### src/rtl/game_round_ctrl_pkg.sv
// Shared types and helpers for the symbol-counting game round sequencer.
package game_pkg;

  typedef enum logic [2:0] {
    IDLE,
    START,
    RUN,
    ANSWER,
    JUDGE,
    SHOW,
    DONE
  } gameState_t;

  localparam int SYM_W   = 32;
  localparam int SCORE_W = 16;
  localparam int LEVEL_W = 4;
  localparam int MISS_W  = 2;
  localparam int DATA_W  = 8;
  localparam int SEC_W   = 5;

  // Symbol interval for a level: shrinks by one step per level and never
  // drops below the floor. The product is kept at 36 bits so it cannot wrap.
  function automatic logic [SYM_W-1:0] calcPeriod(
    input logic [LEVEL_W-1:0] lvl,
    input logic [SYM_W-1:0]   basePeriod,
    input logic [SYM_W-1:0]   periodStep,
    input logic [SYM_W-1:0]   minPeriod
  );
    logic [35:0] prod;
    prod = 36'(lvl) * 36'(periodStep);
    if (prod > 36'(basePeriod - minPeriod)) begin
      return minPeriod;
    end
    return 32'(36'(basePeriod) - prod);
  endfunction

endpackage

### src/rtl/game_round_ctrl_sec_counter.sv
// Seconds counter shared by every timed state of the round sequencer.
// termTick_o flags the tick that brings the count up to limit_i, so the
// owner can leave the state in that same cycle.
module sec_counter
  import game_pkg::*;
#(
  parameter int W = SEC_W
) (
  input  logic         clk_i,
  input  logic         rst_ni,
  input  logic         clear_i,
  input  logic         tick_i,
  input  logic [W-1:0] limit_i,
  output logic         termTick_o
);

  logic [W-1:0] count_q;
  logic [W-1:0] count_d;

  // Clearing takes priority; otherwise advance once per tick.
  always_comb begin
    count_d = count_q;
    if (clear_i) begin
      count_d = '0;
    end else if (tick_i) begin
      count_d = count_q + W'(1);
    end
  end

  // Count register.
  always_ff @(posedge clk_i or negedge rst_ni) begin
    if (!rst_ni) begin
      count_q <= '0;
    end else begin
      count_q <= count_d;
    end
  end

  assign termTick_o = tick_i && (count_q == (limit_i - W'(1)));

endmodule

### src/rtl/game_round_ctrl.sv
// Round sequencer for the symbol-counting game: launches each game period,
// collects and judges the player's answer, keeps score/level/misses and
// chains rounds until the miss budget runs out. All outputs are registered.
module game_round_ctrl
  import game_pkg::*;
#(
  parameter logic [31:0] BASE_PERIOD = 32'd100_000_000,
  parameter logic [31:0] PERIOD_STEP = 32'd10_000_000,
  parameter logic [31:0] MIN_PERIOD  = 32'd20_000_000,
  parameter logic [3:0]  MAX_LEVEL   = 4'd7,
  parameter int          ANS_TIMEOUT = 10,
  parameter int          SHOW_SECS   = 3,
  parameter int          RUN_TIMEOUT = 20,
  parameter int          MAX_MISSES  = 3
) (
  input  logic               Clk100M,
  input  logic               Rst_n,
  input  logic               tick1Hz,
  input  logic               startBtn,
  input  logic               submitBtn,
  input  logic [DATA_W-1:0]  playerAnswer,
  input  logic               answerSig,
  input  logic [DATA_W-1:0]  numSpecial,
  output logic               gameSig,
  output logic [SYM_W-1:0]   symGenMax,
  output logic               answerPrompt,
  output logic               resultValid,
  output logic               resultCorrect,
  output logic [SCORE_W-1:0] score,
  output logic [LEVEL_W-1:0] level,
  output logic [MISS_W-1:0]  misses,
  output logic               gameOver,
  output logic               busy
);

  gameState_t         state_q, state_d;
  logic [SCORE_W-1:0] score_q, score_d;
  logic [LEVEL_W-1:0] level_q, level_d;
  logic [MISS_W-1:0]  misses_q, misses_d;
  logic [SYM_W-1:0]   symGenMax_q, symGenMax_d;
  logic [DATA_W-1:0]  expected_q, expected_d;
  logic [DATA_W-1:0]  answer_q, answer_d;
  logic               timedOut_q, timedOut_d;
  logic               resultCorrect_q, resultCorrect_d;
  logic               gameSig_q, answerPrompt_q, resultValid_q, gameOver_q, busy_q;

  logic [SEC_W-1:0]   secLimit;
  logic               secClear;
  logic               secTerm;
  logic               judgeCorrect;
  logic [SCORE_W:0]   scoreSum;

  assign secClear = (state_d != state_q);

  sec_counter #(.W(SEC_W)) u_secCounter (
    .clk_i      (Clk100M),
    .rst_ni     (Rst_n),
    .clear_i    (secClear),
    .tick_i     (tick1Hz),
    .limit_i    (secLimit),
    .termTick_o (secTerm)
  );

  // Next-state, seconds limit and datapath updates for the round sequence.
  always_comb begin
    state_d         = state_q;
    score_d         = score_q;
    level_d         = level_q;
    misses_d        = misses_q;
    symGenMax_d     = symGenMax_q;
    expected_d      = expected_q;
    answer_d        = answer_q;
    timedOut_d      = timedOut_q;
    resultCorrect_d = resultCorrect_q;
    secLimit        = '0;
    judgeCorrect    = (answer_q == expected_q) && !timedOut_q;
    scoreSum        = {1'b0, score_q} + (SCORE_W+1)'(level_q) + (SCORE_W+1)'(1);

    case (state_q)
      IDLE, DONE: begin
        if (startBtn) begin
          score_d     = '0;
          level_d     = '0;
          misses_d    = '0;
          symGenMax_d = BASE_PERIOD;
          state_d     = START;
        end
      end
      START: begin
        state_d = RUN;
      end
      RUN: begin
        secLimit = SEC_W'(RUN_TIMEOUT);
        if (answerSig) begin
          expected_d = numSpecial;
          state_d    = ANSWER;
        end else if (secTerm) begin
          state_d = DONE;
        end
      end
      ANSWER: begin
        secLimit = SEC_W'(ANS_TIMEOUT);
        if (submitBtn) begin
          answer_d   = playerAnswer;
          timedOut_d = 1'b0;
          state_d    = JUDGE;
        end else if (secTerm) begin
          timedOut_d = 1'b1;
          state_d    = JUDGE;
        end
      end
      JUDGE: begin
        resultCorrect_d = judgeCorrect;
        if (judgeCorrect) begin
          score_d = scoreSum[SCORE_W] ? '1 : scoreSum[SCORE_W-1:0];
          level_d = (level_q >= MAX_LEVEL) ? MAX_LEVEL : level_q + LEVEL_W'(1);
        end else if (misses_q != '1) begin
          misses_d = misses_q + MISS_W'(1);
        end
        symGenMax_d = calcPeriod(level_d, BASE_PERIOD, PERIOD_STEP, MIN_PERIOD);
        state_d     = SHOW;
      end
      SHOW: begin
        secLimit = SEC_W'(SHOW_SECS);
        if (secTerm) begin
          state_d = (misses_q == MISS_W'(MAX_MISSES)) ? DONE : START;
        end
      end
      default: begin
        state_d = IDLE;
      end
    endcase
  end

  // State, datapath and output registers; outputs follow the state being entered.
  always_ff @(posedge Clk100M or negedge Rst_n) begin
    if (!Rst_n) begin
      state_q         <= IDLE;
      score_q         <= '0;
      level_q         <= '0;
      misses_q        <= '0;
      symGenMax_q     <= BASE_PERIOD;
      expected_q      <= '0;
      answer_q        <= '0;
      timedOut_q      <= 1'b0;
      resultCorrect_q <= 1'b0;
      gameSig_q       <= 1'b0;
      answerPrompt_q  <= 1'b0;
      resultValid_q   <= 1'b0;
      gameOver_q      <= 1'b0;
      busy_q          <= 1'b0;
    end else begin
      state_q         <= state_d;
      score_q         <= score_d;
      level_q         <= level_d;
      misses_q        <= misses_d;
      symGenMax_q     <= symGenMax_d;
      expected_q      <= expected_d;
      answer_q        <= answer_d;
      timedOut_q      <= timedOut_d;
      resultCorrect_q <= resultCorrect_d;
      gameSig_q       <= (state_d == START);
      answerPrompt_q  <= (state_d == ANSWER);
      resultValid_q   <= (state_d == SHOW);
      gameOver_q      <= (state_d == DONE);
      busy_q          <= (state_d != IDLE) && (state_d != DONE);
    end
  end

  assign gameSig       = gameSig_q;
  assign symGenMax     = symGenMax_q;
  assign answerPrompt  = answerPrompt_q;
  assign resultValid   = resultValid_q;
  assign resultCorrect = resultCorrect_q;
  assign score         = score_q;
  assign level         = level_q;
  assign misses        = misses_q;
  assign gameOver      = gameOver_q;
  assign busy          = busy_q;

endmodule

### config.mk
export PLATFORM = sky130hd
export DESIGN_NAME = game_round_ctrl
export DESIGN_NICKNAME = d
export VERILOG_FILES = /design/src/rtl/game_round_ctrl_pkg.sv /design/src/rtl/game_round_ctrl_sec_counter.sv /design/src/rtl/game_round_ctrl.sv
export SDC_FILE = /design/constraint.sdc
export NUM_CORES = 1
export LEC_CHECK = 0
export CORE_UTILIZATION = 55
export DETAILED_ROUTE_END_ITERATION = 6
export PLACE_DENSITY = 0.93
export SLEW_MARGIN = 20
export SYNTH_ARGS = -nofsm -noshare
export SYNTH_HDL_FRONTEND = slang
export SYNTH_SLANG_ARGS = --single-unit
export TNS_END_PERCENT = 50
### constraint.sdc
create_clock -name Clk100M -period 9.3 [get_ports Clk100M]
set_clock_uncertainty 0.05 [all_clocks]
set_input_delay 1.395 -clock Clk100M [delete_from_list [all_inputs] [get_ports Clk100M]]
set_output_delay 1.395 -clock Clk100M [all_outputs]
set_load 0.05 [all_outputs]
==> results of run 1 <==
placed cells by master, fill, tap and decap left out, types with 9 or more instances in the layout:
cell	n
dfrtp_1	63
and3_1	11
nand3_1	13
nor2_1	43
ha_1	34
dfstp_2	12
xnor2_1	22
clkbuf_8	9
o21ai_0	21
nand2_1	30
xor2_1	21
mux2_2	16
a21oi_1	44
nor3_1	9
inv_1	26
clkdlybuf4s50_1	73
o21ai_1	9
stage by stage:
| step | std cells | area [µm²] | setup WS (ps) | power, mW |
|---|---|---|---|---|
| finish | 715 | 6110 | 3590 | 1.46 |
| global route | 715 | 6110 | 3250 | 1.53 |
| CTS | 715 | 6110 | 3620 | 1.45 |
| detailed placement | 699 | 5900 | 3670 | 1.18 |
| global placement | 699 | 5900 | 3960 | 1.14 |
| floorplan | 539 | 5150 | 4240 | 0.982 |
worst min-delay path, cell delays in order (launching register included):
cell and delay, ps:
dfrtp_1 350, nand2_1 50, nand2_1 60
cells by family (layout without fill, tap and decap cells):
logic type	Yosys count	after routing	synth area share
muxes	20	20	0.0430
DFF	75	75	0.369
buffers and inverters	51	119	0.0474
other	1	7	0.000732
adders and majority gates	37	37	0.0948
xor gates and xnor gates	45	45	0.0799
and+or+nand+nor	157	157	0.166
AOI/OAI and AO/OA	147	147	0.199
power by group through the flow:
stage	registers [mW]	logic [mW]	clock network [mW]
2_1_floorplan	0.578	0.404	0
3_3_place_gp	0.481	0.662	0
3_5_place_dp	0.488	0.690	0
4_1_cts	0.482	0.697	0.269
5_1_grt	0.492	0.757	0.285
6_report	0.484	0.707	0.270
routing by layer:
metal | vias up | wire (µm) | track usage
met5 | - | 0 | 0
met4 | 0 | 460 | 0.146
met3 | 51 | 845 | 0.0496
met2 | 215 | 6900 | 0.519
met1 | 2187 | 5310 | 0.355
li1 | 2054 | - | -
worst max path at each step:
stage / from / end / slack, ps / depth (start not counted)
after floorplan: level[0] / symGenMax[26] / 4240 / 19
after global placement: expected_q[7] / symGenMax[14] / 3960 / 19
after detailed placement: expected_q[7] / symGenMax[14] / 3670 / 19
after CTS: expected_q[7] / symGenMax[14] / 3620 / 20
after global routing: expected_q[7] / symGenMax[14] / 3250 / 19
final: expected_q[7] / symGenMax[14] / 3590 / 20
registers in the layout, summed over array words and instances, names as in the netlist, 2 cells and up:
register,flops
score,16
misses,2
expected_q,8
u_secCounter.count_q,5
symGenMax,22
answer_q,8
level,4
state_q,3
cell type report:
cell class / count / area (µm²) / area share
inverter: 27 / 104 / 0.0170
timing repair buffer: 76 / 751 / 0.123
clock buffer: 9 / 124 / 0.0203
tap: 108 / 135 / 0.0221
clock inverter: 7 / 82.6 / 0.0135
sequential: 75 / 1890 / 0.310
multi-input combinational: 413 / 3020 / 0.494
==> flow_summary.toml, run 1 <==
[timing]
fin_crit_sh = 0.614
setup_violations = 0
final_max_slew_viol_count = 0
finalHoldViolations = 0
fin_hold_ws_ps = 448
grt_setup_unrepaired = "false"
max_slew_margin = 0.357
fin_crit_ps = 5710
fmax_ghz = 0.175
worstMarginPinSlew_ps = 965
tns_ps = 0

[die]
initial_core_util = 0.576
die_w_um = 98.5
core_area_mm2 = 0.00889
die_y_um = 98.5
rows = 34
die_area_mm2 = 0.00971
io_pins = 82

[global_route]
antenna_found_initial = 0
grt_pass1_wl_mm = 22.4
grt_util_all_layers = 0.296
grt_overflow = 0
grt_max_degree = 76
first_global_vias = 4526

[setup_path]
reg2reg_depth = 20
endpoint_kind = "register"
path_cells = "xor2_1 > or4_4 > nor3_4 > nor2_1 > a31o_2 > inv_1 > ha_1 > inv_1 > fa_1 > inv_1 > ha_1 > nor2b_1 > o311a_1 > o21a_1 > nor3_1 > o221ai_2 > a221oi_2 > o21ai_2 > a21oi_2 > a221o_1"
rrSetupSlack_ps = 3590
cp_max_fo = 11
arrival_ps = 5960
required_ps = 9550
reg2reg_from = "expected_q[7]"
slowest_delay_ps = 580
cp_slowest_cell = "or4_4"
critPathBufInv = 3
criticalPathCategory = "register to register"
r2r-end = "symGenMax[14]"
critPathTopFamily = "compound AO/OA/AOI/OAI gates"
cp-start-kind = "register"
crit_top_cell = "inv_1"

[drt]
route.antenna.remaining_nets = 0
dr.pass1.iters = 7
viasPerCell = 6.30
wl_per_cell_um = 18.9
num_vias = 4507
finalWirelength_mm = 13.5
drtIter0Drc = 413
drc_errors = 9

[pwr]
swShare = 0.457
switchingPower_mw = 0.668
pwr-share-comb = 0.484
p_clk_frac = 0.185
power_frac_seq = 0.332
internal_power_mw = 0.793
leakage_nw = 2.68
powerDensity_mw_per_mm2 = 239
peakVddDrop_uv = 131

[layout]
postLayoutCoreUtil = 0.687
drive_above_1_share = 0.132
layout.nets = 661
fill_cells = 653
synthToLayoutAreaGrowth_pct = 19.2
antennaDiodeCount = 0

[placed_design]
portBuffers = 74
gp_congestion = 0.948
dp_hpwl_mm = 9.96

[job]
maxCapViolations = 0

[clock_tree]
clk_latency_ps = 360
cts_resized = 0
numCtsBuffers = 9
cts_root_buffer = "clkbuf_8"
post-cts-setup-buffer-count = 0
clockBufferDepth = 2
h-tree-depth = 3
clk_pin_slew_ps = 90
cts_tree = "yes"
cts_hold_buf = 0
cts.sinks = 75

[status]
status = "finished, violations left"
violations = "design-rule violations"

[yosys]
synth.avg_cell_area_um2 = 9.61
ys_types = 79
netlist_instances = 533
yosysMostFrequentCell = "dfrtp_1"
ys_top_cells_by_count = "dfrtp_1, a21oi_1, nor2_1"
synth_ff_type = "dfrtp_1"
synth_edf_count = 0
yosysWarnings = 0
syn_area_mm2 = 0.00512
ys_ff_latch = 75
async_flop_share = 1.00
synth_largest_area_cell = "dfrtp_1"
synth_top_cell_area_share = 0.308
yosys-top-cells-area = "dfrtp_1, ha_1, dfstp_2, a21oi_1, xnor2_1"
seq_area_frac_synth = 0.369

[worst_hold_path]
holdCritPathClass = "register to register"
min_from = "resultCorrect"
hold_end = "resultCorrect"
hold-path-cell-count = 2
Power figures use the tool's default switching activity.
==> inputs of run 2 (changes only) <==
- CORE_UTILIZATION: 55 -> 49
- PLACE_DENSITY: 0.93 -> 0.88
- clock period: 9.3 -> 4.7 ns (I/O delays scaled with it)
==> run 2 against run 1 <==
  * The flow finishes with violations (negative setup slack)
  * Sequential power is 99% higher
  * Final cell count is 14% higher
  * Sequential share of layout area is 3.9 points lower
  * Critical path type unchanged
  * Highest routed layer unchanged
==> flow_summary.toml, run 2 (synthesized netlist as in run 1, its figures left out) <==
[timing]
fmax_ghz = 0.200
fin_hold_ws_ps = 298
finalHoldViolations = 0
grt_setup_unrepaired = "true"
worstMarginPinSlew_ps = 794
final_max_slew_viol_count = 0
setup_violations = 20
max_slew_margin = 0.469
fin_crit_ps = 5000
fin_crit_sh = 1.06
setup_ws_ps = -300

[clock_tree]
cts_root_buffer = "clkbuf_8"
numCtsBuffers = 9
cts_tree = "yes"
cts_hold_buf = 0
clockBufferDepth = 2
h-tree-depth = 3
clk_pin_slew_ps = 80
clk_latency_ps = 370
cts.sinks = 75

[placed_design]
dp_hpwl_mm = 10.6
portBuffers = 74
dp_cells = 781
gp_congestion = 0.994

[job]
maxCapViolations = 0

[setup_path]
required_ps = 4920
startpoint = "expected_q[7]"
cp-start-kind = "register"
reg2reg_from = "expected_q[7]"
cp_max_fo = 9
arrival_ps = 5220
criticalPathCategory = "register to register"
endpoint_kind = "register"

[layout]
regArea_mm2 = 0.00189
antennaDiodeCount = 0
largest_register_ffs = 22
mostFrequentLayoutCells = "buf_4, clkdlybuf4s50_1, dfrtp_1"
drive_above_1_share = 0.290
layout_commonest_cell = "buf_4"
synthToLayoutAreaGrowth_pct = 36.8
fill_cells = 669
layout.nets = 734
fin_cells = 813
multi_input_area_mm2 = 0.00334

[drt]
viasPerCell = 6.01
drtIter0Drc = 314
highest_layer = "met4"
met3_wirelength_um = 895
dr_wl_met2_mm = 7.86
route.antenna.remaining_nets = 0
finalWirelength_mm = 15.4
wl_met1_mm = 5.82
wl_per_cell_um = 19.0
drc_errors = 0
num_vias = 4884
dr.pass1.iters = 5

[status]
status = "finished, violations left"
violations = "negative setup slack"

[die]
core_area_mm2 = 0.00995
rows = 36
io_pins = 82
die_y_um = 104
die_area_mm2 = 0.0109
initial_core_util = 0.515
die_w_um = 104

[global_route]
grt_pass1_wl_mm = 24.5
grt_util_all_layers = 0.285
first_global_vias = 5029
antenna_found_initial = 0
grt_max_degree = 44
grt_overflow = 0

[pwr]
total_power_mw = 3.12
peakVddDrop_uv = 303
leakage_nw = 3.22
powerDensity_mw_per_mm2 = 445

[worst_hold_path]
holdCritPathClass = "primary input to asynchronous set/reset pin"
## run 2: changes by cell type in the layout (fill, tap and decap cells not counted), sizes merged
| cell | previous run | this run |
|---|---|---|
| buf | 3 | 76 |
| clkinv | 1 | 3 |
| inv | 30 | 28 |
| clkbuf | 9 | 10 |
| clkinvlp | 2 | 1 |
## run 2: path summary, 6_finish.rpt
| path | endpoint | slack (ps) | cells past startpoint |
|---|---|---|---|
| setup / recovery | symGenMax[19] | -300 | 19 |
| hold / removal | symGenMax[19] | 300 | 1 |
| setup reg to reg | symGenMax[19] | -300 | 19 |
| hold reg to reg | resultCorrect | 440 | 2 |
| max in group asynchronous | symGenMax[15] | 3440 | 2 |
| min in group Clk100M | resultCorrect | 440 | 2 |
## run 2: report_power, final
part / internal [mW] / switching [mW]
logic: 0.655 / 0.993
registers: 0.820 / 0.142
clock network: 0.247 / 0.263
## run 2: per-layer routing
layer | vias up | global-route usage
met1 | 2377 | 0.320
met5 | - | 0
met2 | 234 | 0.502
met4 | 0 | 0.169
met3 | 71 | 0.0533
li1 | 2202 | -
## run 2: cell type report
class / instances / area share
clock buffer: 10 / 0.0182
clock inverter: 6 / 0.00929
inverter: 27 / 0.0155
multi-input combinational: 413 / 0.476
sequential: 75 / 0.270
tap: 133 / 0.0238
timing repair buffer: 149 / 0.187
## run 2: repair_timing
action                                  in CTS  in global routing
pin swaps                                   17                 31
setup buffers                               10                  6
endpoints found under the setup margin      20                 20
resized for setup                           15                 21
## run 2: stage by stage
step	TNS (ps)	instance area, µm²	setup WS (ps)	utilization
6_report	-5030	7010	-300	0.704
5_1_grt	-7770	7010	-432	0.704
3_5_place_dp	-2220	6500	-203	0.653
2_1_floorplan	-683	5290	-79.4	-
3_3_place_gp	-1030	6500	-106	0.653
4_1_cts	-863	6850	-109	0.688
## run 2: worst max-delay path: stages, from the launching register on
cell and delay (ps):
dfrtp_1 410, xor2_2 180, or4_4 580, o31ai_4 290, o41a_2 230, inv_4 50
ha_4 260, inv_2 40, fa_1 540, inv_2 60, ha_4 250, nor2b_4 130
o311a_1 300, o211a_1 280, o22ai_2 230, o221ai_4 160, a221oi_2 300, o21ai_2 110
a21o_4 270, o31ai_4 190
